<file path="src/rtl/instruction_fetcher_pkg.sv">
// instruction_fetcher_pkg: shared widths, JAL opcode, FIFO entry layout and J-immediate decode.
package instruction_fetcher_pkg;
    localparam int XLEN       = 32;
    localparam int INST_WIDTH = 32;
    localparam logic [6:0] OPCODE_JAL = 7'b1101111;

    typedef struct packed {
        logic [INST_WIDTH-1:0] inst;
        logic [XLEN-1:0]       pc;
        logic [XLEN-1:0]       pred;
    } fetch_entry_t;

    localparam int ENTRY_W = $bits(fetch_entry_t);

    function automatic logic [XLEN-1:0] j_imm(input logic [INST_WIDTH-1:0] i);
        return {{11{i[31]}}, i[31], i[19:12], i[20], i[30:21], 1'b0};
    endfunction
endpackage

</file>
<file path="src/rtl/instruction_fetcher_fetch_queue.sv">
// fetch_queue: power-of-two FIFO of fetched entries with flush; pointers wrap naturally,
// count is one bit wider so its MSB alone signals full.
module fetch_queue import instruction_fetcher_pkg::*; #(
    parameter int DEPTH = 16
) (
    input  logic               clk_in,
    input  logic               rst_in,
    input  logic               i_en,
    input  logic               i_flush,
    input  logic               i_push,
    input  logic               i_pop,
    input  logic [ENTRY_W-1:0] i_data,
    output logic [ENTRY_W-1:0] o_head,
    output logic               o_full,
    output logic               o_empty
);
    localparam int AW = $clog2(DEPTH);

    logic [ENTRY_W-1:0] r_mem [DEPTH];
    logic [AW-1:0]      r_head;
    logic [AW-1:0]      r_tail;
    logic [AW:0]        r_count;
    logic               w_we;

    assign w_we    = rst_in & i_en & ~i_flush & i_push;
    assign o_head  = r_mem[r_head];
    assign o_full  = r_count[AW];
    assign o_empty = (r_count == '0);

    always_ff @(posedge clk_in) begin
        if (!rst_in) begin
            r_head  <= '0;
            r_tail  <= '0;
            r_count <= '0;
        end else if (i_en) begin
            if (i_flush) begin
                r_head  <= '0;
                r_tail  <= '0;
                r_count <= '0;
            end else begin
                if (i_push) r_tail <= r_tail + AW'(1);
                if (i_pop) r_head <= r_head + AW'(1);
                r_count <= r_count + (AW+1)'(i_push) - (AW+1)'(i_pop);
            end
        end
    end

    always_ff @(posedge clk_in) begin
        if (w_we) r_mem[r_tail] <= i_data;
    end
endmodule

</file>
<file path="src/rtl/instruction_fetcher.sv">
// instruction_fetcher: owns the PC, requests words from the cache and queues them for decode.
// Define FETCH_JAL_PREDICT_EN to follow JAL targets at fetch time with no bubble.
module instruction_fetcher import instruction_fetcher_pkg::*; #(
    parameter int              QUEUE_DEPTH = 16,
    parameter logic [XLEN-1:0] RESET_PC    = 32'h0
) (
    input  logic                  clk_in,
    input  logic                  rst_in,
    input  logic                  rdy_in,
    input  logic                  rob_clear,
    input  logic [XLEN-1:0]       rob_clear_pc,
    output logic                  inst_valid,
    output logic [XLEN-1:0]       pc_out,
    input  logic                  inst_ready,
    input  logic [INST_WIDTH-1:0] inst_res,
    output logic                  out_valid,
    input  logic                  out_ready,
    output logic [INST_WIDTH-1:0] out_inst,
    output logic [XLEN-1:0]       out_pc,
    output logic [XLEN-1:0]       out_pred_pc
);
    logic [XLEN-1:0] r_pc;
    logic [XLEN-1:0] w_pred;
    logic            w_full;
    logic            w_empty;
    logic            w_push;
    logic            w_pop;
    fetch_entry_t    w_entry;
    fetch_entry_t    w_head;

    // Request depends only on registered count, so it cannot drop while a miss is pending.
    assign inst_valid  = rst_in & ~w_full;
    assign pc_out      = r_pc;
    assign out_valid   = ~w_empty;
    assign w_push      = rdy_in & inst_valid & inst_ready & ~rob_clear;
    assign w_pop       = rdy_in & out_valid & out_ready & ~rob_clear;
    assign w_entry     = '{inst: inst_res, pc: r_pc, pred: w_pred};
    assign out_inst    = w_head.inst;
    assign out_pc      = w_head.pc;
    assign out_pred_pc = w_head.pred;

    always_comb begin
`ifdef FETCH_JAL_PREDICT_EN
        w_pred = (inst_res[6:0] == OPCODE_JAL) ? r_pc + j_imm(inst_res) : r_pc + 32'd4;
`else
        w_pred = r_pc + 32'd4;
`endif
    end

    always_ff @(posedge clk_in) begin
        if (!rst_in) r_pc <= RESET_PC;
        else if (rdy_in & rob_clear) r_pc <= rob_clear_pc;
        else if (w_push) r_pc <= w_pred;
    end

    fetch_queue #(.DEPTH(QUEUE_DEPTH)) u_queue (
        .clk_in  (clk_in),
        .rst_in  (rst_in),
        .i_en    (rdy_in),
        .i_flush (rob_clear),
        .i_push  (w_push),
        .i_pop   (w_pop),
        .i_data  (w_entry),
        .o_head  (w_head),
        .o_full  (w_full),
        .o_empty (w_empty)
    );
endmodule

</file>
<file path="config.mk">
export PLATFORM = sky130hd
export DESIGN_NAME = instruction_fetcher
export DESIGN_NICKNAME = d
export VERILOG_FILES = /design/src/rtl/instruction_fetcher_pkg.sv /design/src/rtl/instruction_fetcher_fetch_queue.sv /design/src/rtl/instruction_fetcher.sv
export SDC_FILE = /design/constraint.sdc
export NUM_CORES = 1
export LEC_CHECK = 0
export BUFFER_PORTS_ARGS = -buffer_cell sky130_fd_sc_hd__buf_2
export CAP_MARGIN = 20
export CORE_ASPECT_RATIO = 1.1
export CORE_MARGIN = 4
export CORE_UTILIZATION = 55
export DETAILED_ROUTE_END_ITERATION = 7
export HOLD_SLACK_MARGIN = 0.15
export PLACE_DENSITY = 0.78
export SYNTH_ARGS = -nofsm -noshare
export SYNTH_HDL_FRONTEND = slang
export SYNTH_SLANG_ARGS = --single-unit
</file>
<file path="constraint.sdc">
create_clock -name clk_in -period 13.9 [get_ports clk_in]
set_input_delay 2.78 -clock clk_in [delete_from_list [all_inputs] [get_ports clk_in]]
set_output_delay 2.78 -clock clk_in [all_outputs]
set_load 0.05 [all_outputs]
</file>
# --- Word level (Yosys, flattened, before mapping) ---
# Memories as Yosys holds them, arrays and structs flattened. A register that Yosys moved wholly into a read port is not among the register bits.
# Index checks and enable logic that the tools add are counted.
classes:
  add_sub_neg: 5
  muxes: 11
  bitwise: 14
  reduce_logical: 6
op_table:
  columns: ["cell", "n"]
  rows:
  - ["2-to-1 mux 32 bit", 2]
  - ["adder 32 x 3 -> 32 bit (second input constant)", 1]
  - ["2-to-1 mux 4 bit", 6]
  - ["AND 1 bit", 11]
  - ["adder 4 x 1 -> 4 bit (second input constant)", 2]
  - ["nonzero test 2 bit", 3]
  - ["adder 5 x 1 -> 5 bit", 1]
  - ["zero test 5 bit", 1]
  - ["2-to-1 mux 5 bit", 1]
  - ["subtractor 5 x 1 -> 5 bit", 1]
  - ["AND reduction 2 bit", 2]
  - ["NOT 1 bit", 3]
  - ["2-to-1 mux 1 bit", 2]
totals:
  register_bits: 45
  ramBits: 1536
  in_bits: 70
  n_memories: 1
memory_table:
  columns: ["name", "depth", "width", "read_ports", "rd_ports_with_merged_regs", "write_ports", "line", "text"]
  rows:
  - ["u_queue.r_mem", 16, 96, 1, 1, 1, "instruction_fetcher_fetch_queue.sv:19", "logic [ENTRY_W-1:0] r_mem [DEPTH];"]

# --- Logic depth before layout (Yosys ltp) ---
depth:
  ltp_word: 9
  depth_mapped: 15

# --- Modules after synthesis ---
# Synthesis repeated with hierarchy kept, for this count alone.
unflattened:
  cells_unflattened: 2746
  hier_area_um2: 60558.1
by_module_without_submodules:
  columns: ["module", "instances", "cells_per_inst", "area_per_inst_um2", "seq_area_each_um2"]
  rows:
  - ["fetch_queue", 1, 2476, 58376.0, 46464.6]
  - ["instruction_fetcher", 1, 270, 2182.1, 640.6]

# --- Worst setup path before layout ---
# Ideal clock, no wire load.
synth_timing:
  kind: "input port to flip-flop"
  start: "input rst_in"
  end: "memory u_queue.r_mem[0][10] (netlist name) (enable)"
  setup_time_ps: 463
  arrival_ps: 6912
  path_slack_ps: 6525
  stages: 7
  path_buffers: 2
  cell_sequence: "buf_2 > nor2b_1 > and3_1 > clkinv_1 > clkbuf_1 > nor3_1 > and2_1"
synth_via:
  elab_chain_cells: 7
  elab_cells_between_ends: 9
  classes_between: "2 x mux; 7 x bitwise"
synth_lines:
  columns: ["item", "line", "text"]
  rows:
  - ["from (decl)", "instruction_fetcher.sv:8", "input logic rst_in,"]
  - ["AND 1 bit", "instruction_fetcher.sv:32", "assign inst_valid = rst_in & ~w_full;"]
  - ["via inst_valid", "instruction_fetcher.sv:12", "output logic inst_valid,"]
  - ["AND 1 bit (3 in a row)", "instruction_fetcher.sv:35", "assign w_push = rdy_in & inst_valid & inst_ready & ~rob_clear;"]
  - ["AND 1 bit", "instruction_fetcher_fetch_queue.sv:25", "assign w_we = rst_in & i_en & ~i_flush & i_push;"]
  - ["2-to-1 mux 1 bit", "instruction_fetcher_fetch_queue.sv:49", "if (w_we) r_mem[r_tail] <= i_data;"]
  - ["2-to-1 mux 1 bit (implied by the code)", "instruction_fetcher_fetch_queue.sv:49", null]
  - ["to (decl)", "instruction_fetcher_fetch_queue.sv:19", null]
# The timed path passes the listed nets, and every way through them passes these cells.

==> key figures <==
Status
  • Outcome: finished clean

Logic synthesis
  • Share of flip-flops with an asynchronous set or reset: 0%
  • Seq cells post-synth: 1,553
  • Most instantiated cells after synthesis: 1,504 x edfxtp_1, 470 x mux4_2, 76 x clkbuf_1
  • Count leader, synth: edfxtp_1
  • Share of the yosys chip area belonging to registers: 77.5%
  • Ranking of synthesized cells by area: edfxtp_1 76%, mux4_2 18%, dfxtp_1 1.6%
  • Synth Cell Area: 59,500 sq um
  • Distinct cells, synth: 57
  • Avg Inst Size Synth: 23.9 sq um
  • Yosys top cell area share: 75.9%
  • Post-Syn Instances: 2,488
  • Ys flop type: edfxtp_1
  • Synthesized Nets: 2,571
  • Yosys warnings: 0
  • EDFF count, synth: 1,504
  • Cell taking the most area after synthesis: edfxtp_1

Cells and area
  • Storage cell area: 46,200 sq um
  • Design Area, Final: 66,900 sq um
  • Fill cells: 6,764
  • Share of cells above drive strength 1: 34.2%
  • Final net count: 2,830
  • Layout area overhead: 12.3%
  • Multi-input logic area: 12,600 sq um

Worst hold path
  • Hold path depth: 2
  • HP Class: flop to flop

STA
  • Max-slew headroom: 21.7%
  • Worst slew pin tran: 1.17 ns
  • Fmax: 125 MHz
  • Pins Over Slew Limit: 0
  • Setup_tns: 0 ns
  • Fin crit share: 57.3%
  • Final worst setup slack: 5.93 ns
  • Final Hold Fails: 0
  • Final Skew: 0.0221 ns
  • # setup viols final: 0
  • Final hold slack: 0.526 ns
  • RSZ-0062 raised after global routing: false
  • Minimum clock period after layout: 7.97 ns

Clocking
  • Total CTS buffers: 146
  • CTS tree: built
  • Clock transition at path regs: 0.07 ns
  • CTS resizes: 0
  • Clock Sinks: 1,553
  • H-Tree Level Count: 4
  • Clock Path Buffers: 3
  • Root Buffer: clkbuf_16
  • Hold buffer count at CTS: 0
  • Clock latency at the later pin of the worst-skew pair: 0.76 ns
  • Post-CTS setup buffer count: 0

Power
  • Power Density: 138 nW/um^2
  • Max VDD drop: 118 uV
  • Total power: 9230 uW
  • Leak: 0.0206 uW

Worst setup path
  • Crit-path max FO: 78
  • CP Capture Type: output port
  • CP required: 11.12 ns
  • Reg2reg path depth: 7
  • Crit Path Class: flop to output port
  • Crit path DAT: 5.19 ns
  • CP startpoint kind: flop

Placement
  • Detailed Place HPWL: 71.8 mm
  • Port Buffers: 199
  • Gp weighted congestion: 0.781
  • Cell Area, Placed: 62,000 sq um
  • Pre-CTS WS: 6.82 ns

Die
  • Die Width: 322 um
  • I/O Pins: 200
  • Initial core utilization: 55.5%
  • Rows: 126
  • DIE AREA: 114,000 sq um
  • Core box area: 107,000 sq um
  • Die height: 353 um

Global routing
  • Antenna violations before repair: 5
  • Vias in the first global route: 29,500
  • Largest net degree at the start of global routing: 110
  • Global-route wire length before repair: 210 mm
  • Gr ovfl total: 0
  • Total global-route track usage: 25.6%

Route
  • Routed WL: 143 mm
  • Post-DRT Antenna Nets: 0
  • Via count: 28,400
  • Routed wire length per instance: 33.6 um
  • Drt via density: 6.66
  • DRC viols: 0
  • First-pass iteration count of the detailed router: 5
  • DRT iter0 DRCs: 4,094

Run
  • Number of max-cap violations: 0
## per-layer routing
metal	global-route usage, %	share of wire, %
met5	0	0.016
met4	7.53	2.8
met3	4.91	8.4
met2	42.4	51
met1	35.4	38
## registers in the layout, indices dropped and copies added, names as in the netlist, named ones only
signal and flops:
u_queue.r_head 4, u_queue.r_count 5, u_queue.r_tail 4, u_queue.r_mem 1504, pc_out 32
## kinds of logic after synthesis
family          count (synthesis)  share of synthesized area [%]
simple gates                  156                           1.45
flops                        1553                           77.5
buf+inv                       179                           1.45
xor+xnor                       33                          0.485
fa+ha+maj                      13                          0.286
mux                           471                           17.8
compound gates                 83                           1.04
## metrics by stage
stage | std cells | utilization, %
2_1_floorplan | 2488 | -
3_3_place_gp | 3985 | 57.7
3_5_place_dp | 3987 | 57.8
4_1_cts | 4246 | 62.0
5_1_grt | 4266 | 62.3
6_report | 4267 | 62.3
## worst paths after layout
path	from	to	slack, ns
setup / recovery	flop	out_pred_pc[27]	5.93
hold / removal	u_queue.r_count[3]	u_queue.r_count[3]	0.53
setup reg to reg	u_queue.r_count[4]	u_queue.r_mem[2][91]	9.81
hold reg to reg	u_queue.r_count[3]	u_queue.r_count[3]	0.53
## final cells by class
class                      count  area share [%]
antenna                        1         0.00374
clock buffer                 180            5.69
clock inverter                79            1.12
inverter                      16          0.0898
multi-input combinational    756            18.9
sequential                  1553            69.0
tap                         1408            2.64
timing repair buffer         274            2.54
## cell usage in the layout (no fill, tap or decap), drive strengths merged, types with 4 or more instances in the layout
| master | instances |
|---|---|
| and3 | 13 |
| inv | 24 |
| nand2 | 33 |
| ha | 12 |
| o21ai | 17 |
| a221oi | 4 |
| a22o | 7 |
| bufinv | 8 |
| buf | 272 |
| nand3 | 15 |
| a21oi | 6 |
| mux4 | 470 |
| a21o | 7 |
| dfxtp | 49 |
| a221o | 5 |
| xor2 | 10 |
| nor4 | 6 |
| and4 | 6 |
| a31oi | 5 |
| clkinvlp | 4 |
| edfxtp | 1504 |
| a21boi | 5 |
| clkbuf | 182 |
| nor2b | 18 |
| xnor2 | 23 |
| nand4 | 9 |
| and2 | 11 |
| nor2 | 19 |
| nor3 | 9 |
| clkinv | 59 |
## worst max-delay path, cell delays in order (launching register included)
cell and delay [ns]:
dfxtp_4 1.03, buf_4 0.95, buf_4 1.00, mux4_2 0.44
mux4_2 0.53, buf_2 0.24
## power by group
group | leakage, uW | switching [uW] | internal [uW] | total (uW)
logic | 0.00439 | 155 | 51.8 | 207
clock network | 0.00222 | 1730 | 2110 | 3840
registers | 0.0140 | 27.3 | 5150 | 5180
total | 0.0206 | 1910 | 7320 | 9230
(Power assumes the default switching activity.)
